File: config.mk
export PLATFORM = sky130hd
export DESIGN_NAME = bk_adder_pipe
export DESIGN_NICKNAME = d
export VERILOG_FILES = /design/src/rtl/bk_pkg.sv /design/src/rtl/bk_prefix_cell.sv /design/src/rtl/bk_adder_pipe.sv
export SDC_FILE = /design/constraint.sdc
export NUM_CORES = 1
export LEC_CHECK = 0
export CORE_ASPECT_RATIO = 1.1
export CORE_UTILIZATION = 47
export DETAILED_ROUTE_END_ITERATION = 8
export PLACE_DENSITY = 0.84
export SYNTH_ARGS = -nofsm -noshare
export SYNTH_HDL_FRONTEND = slang
export SYNTH_SLANG_ARGS = --single-unit
File: constraint.sdc
create_clock -name clk -period 2.8 [get_ports clk]
set_input_delay 0.84 -clock clk [delete_from_list [all_inputs] [get_ports clk]]
set_output_delay 0.84 -clock clk [all_outputs]
set_load 0.05 [all_outputs]
File: src/rtl/bk_pkg.sv
// Shared constants and elaboration helpers for the pipelined Brent-Kung adder.
package bk_pkg;

  localparam int BK_DEFAULT_WIDTH  = 32;
  localparam int BK_DEFAULT_STAGES = 2;

  // Exact for the power-of-two operand widths the adder accepts.
  function automatic int bkLog2(input int n);
    int r;
    r = 0;
    while ((1 << r) < n) r++;
    return r;
  endfunction

  function automatic int bkMaxStages(input int width);
    return bkLog2(width) + 1;
  endfunction

endpackage

File: src/rtl/bk_prefix_cell.sv
// One Brent-Kung prefix node: merges a high (g,p) span with the adjacent low span.
module bk_prefix_cell (
  input  logic i_gHi,
  input  logic i_pHi,
  input  logic i_gLo,
  input  logic i_pLo,
  output logic o_g,
  output logic o_p
);

  assign o_g = i_gHi | (i_pHi & i_gLo);
  assign o_p = i_pHi & i_pLo;

endmodule

File: src/rtl/bk_adder_pipe.sv
// Pipelined Brent-Kung adder/subtractor with valid/ready handshaking on both sides.
// Internal stage registers sit after the first STAGES-1 up-sweep levels; the output register is always last.
module bk_adder_pipe
  import bk_pkg::*;
#(
  parameter int WIDTH  = BK_DEFAULT_WIDTH,
  parameter int STAGES = BK_DEFAULT_STAGES
) (
  input  logic             clk,
  input  logic             rst,
  input  logic             in_valid,
  output logic             in_ready,
  input  logic [WIDTH-1:0] a,
  input  logic [WIDTH-1:0] b,
  input  logic             cin,
  input  logic             sub,
  output logic             out_valid,
  input  logic             out_ready,
  output logic [WIDTH-1:0] sum,
  output logic             cout,
  output logic             ovf,
  output logic             zero
);

  localparam int LOGW = bkLog2(WIDTH);
  localparam int NLVL = 2 * LOGW - 1;

  logic [STAGES-1:0] r_valid;
  logic [STAGES-1:0] w_load;
  logic [STAGES-1:0] w_srcValid;
  logic [STAGES-1:0] w_capture;

  // A stage loads when empty or when its successor loads; the output stage's successor is the consumer.
  always_comb begin
    logic nextLoad;
    logic loadK;
    w_load     = '0;
    w_srcValid = '0;
    nextLoad   = out_ready;
    loadK      = 1'b0;
    for (int k = STAGES - 1; k >= 0; k--) begin
      loadK     = !r_valid[k] || nextLoad;
      w_load[k] = loadK;
      nextLoad  = loadK;
    end
    w_srcValid[0] = in_valid;
    for (int k = 1; k < STAGES; k++) begin
      w_srcValid[k] = r_valid[k-1];
    end
  end

  assign w_capture = w_load & w_srcValid;
  assign in_ready  = w_load[0];
  assign out_valid = r_valid[STAGES-1];

  always_ff @(posedge clk or posedge rst) begin
    if (rst) begin
      r_valid <= '0;
    end else begin
      r_valid <= (r_valid & ~w_load) | (w_srcValid & w_load);
    end
  end

  logic [WIDTH-1:0] w_bEff;
  logic [WIDTH-1:0] w_lvlG   [1:NLVL];
  logic [WIDTH-1:0] w_lvlP   [1:NLVL];
  logic [WIDTH-1:0] w_outG   [0:NLVL];
  logic [WIDTH-1:0] w_outP   [0:NLVL];
  logic [WIDTH-1:0] w_outP0  [0:NLVL];
  logic             w_outCin [0:NLVL];

  assign w_bEff      = sub ? ~b : b;
  assign w_outG[0]   = a & w_bEff;
  assign w_outP[0]   = a ^ w_bEff;
  assign w_outP0[0]  = a ^ w_bEff;
  assign w_outCin[0] = sub | cin;

  // Levels 1..LOGW are the up-sweep, the rest the down-sweep; the bitwise p and carry-in ride alongside.
  for (genvar lv = 1; lv <= NLVL; lv++) begin : g_lvl
    localparam bit IS_UP = (lv <= LOGW);
    localparam int SPAN  = IS_UP ? (1 << (lv - 1)) : (1 << (2 * LOGW - lv - 1));

    for (genvar i = 0; i < WIDTH; i++) begin : g_bit
      localparam bit IS_NODE = IS_UP ? (((i + 1) % (2 * SPAN)) == 0)
                                     : ((((i + 1) % (2 * SPAN)) == SPAN) && (i >= 2 * SPAN));
      if (IS_NODE) begin : g_cell
        bk_prefix_cell u_cell (
          .i_gHi (w_outG[lv-1][i]),
          .i_pHi (w_outP[lv-1][i]),
          .i_gLo (w_outG[lv-1][i-SPAN]),
          .i_pLo (w_outP[lv-1][i-SPAN]),
          .o_g   (w_lvlG[lv][i]),
          .o_p   (w_lvlP[lv][i])
        );
      end else begin : g_pass
        assign w_lvlG[lv][i] = w_outG[lv-1][i];
        assign w_lvlP[lv][i] = w_outP[lv-1][i];
      end
    end

    if (lv <= STAGES - 1) begin : g_reg
      logic [WIDTH-1:0] r_g;
      logic [WIDTH-1:0] r_p;
      logic [WIDTH-1:0] r_p0;
      logic             r_cin;

      always_ff @(posedge clk) begin
        if (w_capture[lv-1]) begin
          r_g   <= w_lvlG[lv];
          r_p   <= w_lvlP[lv];
          r_p0  <= w_outP0[lv-1];
          r_cin <= w_outCin[lv-1];
        end
      end

      assign w_outG[lv]   = r_g;
      assign w_outP[lv]   = r_p;
      assign w_outP0[lv]  = r_p0;
      assign w_outCin[lv] = r_cin;
    end else begin : g_comb
      assign w_outG[lv]   = w_lvlG[lv];
      assign w_outP[lv]   = w_lvlP[lv];
      assign w_outP0[lv]  = w_outP0[lv-1];
      assign w_outCin[lv] = w_outCin[lv-1];
    end
  end

  logic [WIDTH:0]   w_carry;
  logic [WIDTH-1:0] w_sum;
  logic [WIDTH-1:0] r_sum;
  logic             r_cout;
  logic             r_ovf;
  logic             r_zero;

  assign w_carry = {w_outG[NLVL] | (w_outP[NLVL] & {WIDTH{w_outCin[NLVL]}}), w_outCin[NLVL]};
  assign w_sum   = w_outP0[NLVL] ^ w_carry[WIDTH-1:0];

  always_ff @(posedge clk or posedge rst) begin
    if (rst) begin
      r_sum  <= '0;
      r_cout <= 1'b0;
      r_ovf  <= 1'b0;
      r_zero <= 1'b0;
    end else if (w_capture[STAGES-1]) begin
      r_sum  <= w_sum;
      r_cout <= w_carry[WIDTH];
      r_ovf  <= w_carry[WIDTH] ^ w_carry[WIDTH-1];
      r_zero <= (w_sum == '0);
    end
  end

  assign sum  = r_sum;
  assign cout = r_cout;
  assign ovf  = r_ovf;
  assign zero = r_zero;

endmodule

==> results of run 1 <==
==> Yosys cell counts, types with 2 or more instances <==
cell type	instances
and3_1	5
ha_1	33
nand4_1	3
o21ai_0	25
buf_1	4
xor2_1	49
o31ai_1	3
and2_1	18
a31oi_1	4
a221o_1	2
nand2_1	27
nor3b_1	2
a41o_1	2
nand3_1	2
or3_1	2
nand2b_1	4
clkbuf_1	8
nor2_1	11
edfxtp_1	81
nand3b_1	2
mux2_2	12
a21oi_1	23
nor3_1	4
inv_1	4
mux2i_1	2
a21o_1	22
dfrtp_1	37
o31a_1	2
xnor2_1	14
==> power groups by stage <==
stage,Sequential (mW),Clock [mW],Combinational [mW]
6_report,2.36,1.96,1.66
5_1_grt,2.39,2.07,1.78
4_1_cts,2.36,1.99,1.66
3_5_place_dp,2.39,0,1.64
3_3_place_gp,2.37,0,1.60
2_1_floorplan,2.85,0,0.541
==> path summary, 6_finish.rpt <==
check | from | end | slack, ns | cells past startpoint
worst max-delay path | g_lvl[1].g_reg.r_p[5] | zero | -0.18 | 9
worst min-delay path | sum[3] | sum[3] | 0.48 | 2
worst max register to register | g_lvl[1].g_reg.r_p[5] | zero | -0.18 | 9
worst min register to register | sum[3] | sum[3] | 0.48 | 2
max in group asynchronous | rst | sum[23] | 1.60 | 3
min in group asynchronous | rst | sum[0] | 0.86 | 3
==> worst max-delay path: stages (launching register included) <==
cell	delay, ns
edfxtp_1	0.42
and2_4	0.20
a221o_1	0.38
or3_4	0.37
a2111oi_4	0.34
nand4_1	0.14
or4_4	0.51
a2111oi_4	0.19
nand4b_1	0.16
o31ai_2	0.19
==> routing by layer <==
layer,track usage (%),up-vias
met5,0,-
met4,8.65,0
met3,5.17,20
met2,37.6,140
met1,23.2,1909
li1,-,1877
==> flip-flops by register name (all words and copies together), names as in the netlist, named ones only <==
| signal | flops |
|---|---|
| sum | 32 |
| g_lvl.g_reg.r_p0 | 16 |
| g_lvl.g_reg.r_p | 32 |
| zero | 1 |
| g_lvl.g_reg.r_g | 32 |
| ovf | 1 |
| cout | 1 |
| g_lvl.g_reg.r_cin | 1 |
==> repair_timing <==
action	4_1_cts	5_1_grt
setup endpoints to repair	1	3
buffers inserted	1	2
resized for setup	3	1
pin swaps	1	5
cloned	0	0
==> final cells by class <==
cell class                      instances  area [um2]  area share [%]
Sequential cell                       118        3360            43.8
Multi-Input combinational cell        298        2310            30.2
Timing Repair Buffer                  125        1240            16.3
Clock buffer                           18         429            5.60
Tap cell                              150         188            2.45
Clock inverter                         14         111            1.45
Inverter                                4        15.0           0.196
==> cell families after synthesis <==
group	share of synthesized area [%]
multiplexers	2.72
AND/OR/NAND/NOR	8.64
flip-flops	59.0
AO/OA/AOI/OAI	11.7
buffers and inverters	1.05
adder cells (fa/ha/maj)	7.25
XOR/XNOR	9.69
==> qor.csv, run 1 <==
stage;metric;value;unit
floorplan;die_h;117;um
clock_network;worst_skew_pair.late_latency;0.41;ns
clock_network;cts.sinks;118;
critical_path;startpoint_type;flip-flop;
power;p_leak;3.12;nW
global_route;grt_pass1_wl;19900;um
global_route;overflow;0;
power;intPower;4.05;mW
global_route;grt_antenna_before_repair;0;
routing;totalWireLength;12100;um
routing;highest_layer;met4;
place;pre_cts_ws;-0.613;ns
finish;layout-drive-gt1-share;13.2;%
sta;setup_tns;-0.178;ns
synthesis;synth_edf_count;81;
routing;firstDrtPassIters;4;
routing;postRouteAntennaNets;0;
sta;max_slew.worst_pin.slew;0.550;ns
routing;route.met2.wl;6530;um
finish;nets;667;
floorplan;die_w;107;um
synthesis;synth-seq-area-share;59.0;%
flow_run;drv_cap;0;
synthesis;syn_area_per_cell;13.2;um2
power;netSwitchingFraction;32.4;%
synthesis;syn_inst;432;
hold_path;hold_path_class;reg -> reg;
sta;whs;0.478;ns
clock_network;cts_tree;done;
place;io_buffer_count;106;
place;placed_cells;692;
finish;area_growth;34.5;%
sta;finalCritPeriodShare;106;%
finish;layout_common_cells;clkdlybuf4s50_1, edfxtp_1, xor2_1;
clock_network;htreeDepth;4;
sta;rsz0062_at_grt;true;
synthesis;synth_fp_nets;535;
critical_path;end_kind;flip-flop;
synthesis;ys_ff_latch;118;
critical_path;required;3.12;ns
clock_network;cts_buffer_depth;2;
power;vdd_drop_max;496;uV
place;placed_area;7080;um2
routing;route.met3.wl;614;um
finish;fill_cells;853;
sta;timing.slew.headroom;63.2;%
power;pwr-share-comb;27.8;%
finish;finalInstanceArea;7660;um2
routing;vias;3946;
finish;final_util;65.8;%
global_route;grt_max_degree;57;
finish;n_antenna_cell;0;
global_route;grtUsageTotal;20.9;%
critical_path;path_class;reg -> reg;
synthesis;syn_area;5690;um2
power;finalPower;5.99;mW
place;place_congestion;0.814;
sta;fmaxAchievable;0.336;GHz
power;powerDensity;782;nW/um2
critical_path;arrival;3.30;ns
clock_network;numCtsBuffers;17;
sta;hold_viol_final;0;
place;hpwl;8740;um
sta;setup_viol;1;
synthesis;synth_area_leaders;edfxtp_1, dfrtp_1, xor2_1;
power;power.switching;1.94;mW
synthesis;synthArstFlopShare;31.4;%
routing;wl_per_cell;16.7;um
outcome;violations;negative setup slack;
routing;wl_met1;4740;um
synthesis;yosysWarnings;0;
synthesis;yosys.area.top_type_share;42.7;%
outcome;outcome;complete, but fails checks;
routing;vias_per_cell;5.43;
routing;drc;0;
clock_network;hold_buffers;0;
finish;layout_commonest_cell;clkdlybuf4s50_1;
critical_path;cp_max_fo;4;
sta;worst_slack;-0.178;ns
clock_network;clockRootBuffer;clkbuf_16;
finish;final_cells;727;
sta;maxSlewViolCount;0;
routing;drt-initial-drc-count;148;
power;seqPwrFrac;39.5;%
floorplan;ios;107;
clock_network;clk_pin_slew;0.06;ns
floorplan;rows;41;
power;power_frac_clock;32.8;%
sta;fin_skew;0.00861;ns
sta;fin_crit;2.98;ns
floorplan;core_area;11600;um2
global_route;grt_pass1_vias;4165;
floorplan;die-area;12600;um2
floorplan;start_util;48.9;%
synthesis;ys.flop_type;edfxtp_1;
synthesis;synth_top_area_cell;edfxtp_1;
synthesis;synth_cell_type_count;54;
(Power assumes the default switching activity.)
==> inputs of run 2 (changes only) <==
CORE_ASPECT_RATIO = not set   (was 1.1)
CORE_UTILIZATION = 52   (was 47)
PLACE_DENSITY = 0.88   (was 0.84)
clock period = 2.93 ns   (was 2.8 ns; I/O delays follow)
==> qor.csv, run 2 (synthesized netlist as in run 1, its figures left out) <==
stage;metric;value;unit;change
floorplan;start_util;54.4;%;was 48.9%
global_route;grtUsageTotal;23.2;%;was 20.9%
global_route;grt_pass1_wl;19700;um;was 19900 um
sta;max_slew.worst_pin.slew;0.957;ns;was 0.550 ns
global_route;grt_max_degree;82;;was 57
finish;fill_cells;659;;was 853
global_route;grt_pass1_vias;4046;;was 4165
clock_network;numCtsBuffers;17;;unchanged
finish;final_cells;703;;was 727
sta;rsz0062_at_grt;true;;unchanged
critical_path;cp_max_fo;6;;was 4
sta;hold_viol_final;0;;unchanged
place;io_buffer_count;106;;unchanged
routing;wl_per_cell;18.2;um;was 16.7 um
clock_network;hold_buffers;0;;unchanged
hold_path;hold_path_class;reg -> reg;;unchanged
floorplan;die_h;107;um;was 117 um
clock_network;clockRootBuffer;clkbuf_8;;was clkbuf_16
sta;timing.slew.headroom;36.2;%;was 63.2%
sta;fin_crit;3.05;ns;was 2.98 ns
clock_network;cts_tree;done;;unchanged
hold_path;whs_path_depth;2;;unchanged
routing;totalWireLength;12800;um;was 12100 um
critical_path;reg2reg_from;g_lvl[1].g_reg.r_p[7];;was g_lvl[1].g_reg.r_p[5]
power;p_leak;3.08;nW;was 3.12 nW
critical_path;reg2regPathDepth;9;;unchanged
clock_network;cts.sinks;118;;unchanged
floorplan;rows;37;;was 41
place;place_congestion;0.826;;was 0.814
critical_path;path_class;reg -> reg;;unchanged
power;vdd_drop_max;518;uV;was 496 uV
hold_path;hp-start;sum[30];;was sum[3]
clock_network;cts_buffer_depth;2;;unchanged
sta;setup_viol;1;;unchanged
sta;worst_slack;-0.124;ns;was -0.178 ns
sta;finalCritPeriodShare;104;%;was 106%
routing;vias_per_cell;5.71;;was 5.43
critical_path;startpoint_type;flip-flop;;unchanged
sta;maxSlewViolCount;0;;unchanged
power;powerDensity;775;nW/um2;was 782 nW/um2
clock_network;htreeDepth;4;;unchanged
global_route;grt_antenna_before_repair;0;;unchanged
finish;n_antenna_cell;0;;unchanged
critical_path;critical_path_buf_inv_count;0;;unchanged
clock_network;clk_pin_slew;0.06;ns;about the same
global_route;overflow;0;;unchanged
routing;vias;4016;;was 3946
finish;layout_common_cells;clkdlybuf4s50_1, edfxtp_1, xor2_1;;unchanged
critical_path;cp_slowest_stage_delay;0.56;ns;was 0.51 ns
sta;fin_skew;0.0121;ns;was 0.00861 ns
critical_path;path_cells;and2_4 -> a221oi_2 -> a21oi_1 -> a2111oi_2 -> xnor2_1 -> or4_1 -> a2111oi_2 -> nand4b_1 -> o31ai_2;;was and2_4 -> a221o_1 -> or3_4 -> a2111oi_4 -> nand4_1 -> or4_4 -> a2111oi_4 -> nand4b_1 -> o31ai_2
floorplan;die_w;107;um;about the same
critical_path;crit_path_top_delay_cell;or4_1;;was or4_4
routing;drc;1;;was 0
finish;area_growth;33.4;%;was 34.5%
place;hpwl;8450;um;was 8740 um
outcome;violations;design-rule violations, negative setup slack;;was negative setup slack
critical_path;end_kind;flip-flop;;unchanged
place;placed_cells;669;;was 692
hold_path;hold_path_end;sum[30];;was sum[3]
finish;layout_commonest_cell;clkdlybuf4s50_1;;unchanged
routing;postRouteAntennaNets;0;;unchanged
critical_path;required;3.37;ns;was 3.12 ns
critical_path;r2r_setup_slack;-0.12;ns;was -0.18 ns
critical_path;crit_family;compound AO/OA/AOI/OAI gates;;was simple AND/OR/NAND/NOR gates
clock_network;worst_skew_pair.late_latency;0.53;ns;was 0.41 ns
finish;layout-drive-gt1-share;12.2;%;was 13.2%
floorplan;core_area;10500;um2;was 11600 um2
critical_path;arrival;3.49;ns;was 3.30 ns
finish;nets;657;;was 667
routing;drt-initial-drc-count;309;;was 148
place;pre_cts_ws;-0.535;ns;was -0.613 ns
critical_path;worstReg2RegEnd;zero;;unchanged
routing;firstDrtPassIters;8;;was 4
floorplan;die-area;11400;um2;was 12600 um2
critical_path;cp_common_cell;a2111oi_2;;was a2111oi_4
floorplan;ios;107;;unchanged
outcome;outcome;complete, but fails checks;;unchanged
flow_run;drv_cap;0;;unchanged
sta;fmaxAchievable;0.327;GHz;was 0.336 GHz
==> run 2: changes by cell type in the layout (fill, tap and decap cells not counted), sizes merged, moves of 2 or more <==
cell	change
buf	-10
bufinv	+2
clkbuf	+2
clkinvlp	-2
==> run 2: report_power, final <==
part           total (mW)  internal, mW  leakage, nW  switching (mW)
registers            2.27          2.09         1.24           0.185
clock network        2.04          1.31        0.282           0.729
logic                1.57         0.612         1.56           0.961
==> run 2: per-layer routing <==
metal  wire, um  track usage, %  vias up
li1           -               -     1850
met1       5020            26.8     1917
met2       6570            40.3      214
met3        828            5.84       35
met4        354            10.9        0
met5          0               0        -
==> run 2: what timing repair did <==
action	4_1_cts	5_1_grt
resized for setup	1	7
setup endpoints to repair	1	1
setup buffers	2	0
pin swaps	8	1
==> run 2: worst max-delay path by stage <==
stage	cells past startpoint	endpoint	start	slack, ns
global placement	10	zero	out_ready	-0.49
finish	9	zero	g_lvl[1].g_reg.r_p[7]	-0.12
floorplan	2	g_lvl[1].g_reg.r_cin	out_ready	0.04
detailed placement	10	zero	out_ready	-0.53
global route	9	zero	g_lvl[1].g_reg.r_p[7]	-0.24
CTS	9	zero	g_lvl[1].g_reg.r_p[7]	-0.02
==> run 2: stage by stage <==
stage	utilization [%]	area, um2	setup TNS [ns]	total power [mW]	hold WS (ns)
after global placement	66.5	6960	-0.489	3.78	0.459
final	72.6	7600	-0.124	5.89	0.476
after detailed placement	66.5	6960	-0.535	3.83	0.470
after floorplan	-	5700	0	3.24	0.479
after CTS	72.3	7570	-0.0244	5.89	0.483
after global routing	72.6	7600	-0.236	6.10	0.517
==> run 2: worst register-to-register path, stage by stage, from the launching register on <==
cell       delay [ns]
edfxtp_1         0.40
and2_4           0.20
a221oi_2         0.45
a21oi_1          0.18
a2111oi_2        0.48
xnor2_1          0.15
or4_1            0.56
a2111oi_2        0.22
nand4b_1         0.15
o31ai_2          0.18
==> run 2: cell type report <==
class | count | area, um2 | share of cell area, %
flip-flops and latches | 118 | 3360 | 44.2
multi-input cells | 298 | 2320 | 30.5
repair buffers | 115 | 1150 | 15.1
clock buffers | 20 | 435 | 5.73
well taps | 136 | 170 | 2.24
clock inverters | 12 | 154 | 2.03
inverters | 4 | 15.0 | 0.198
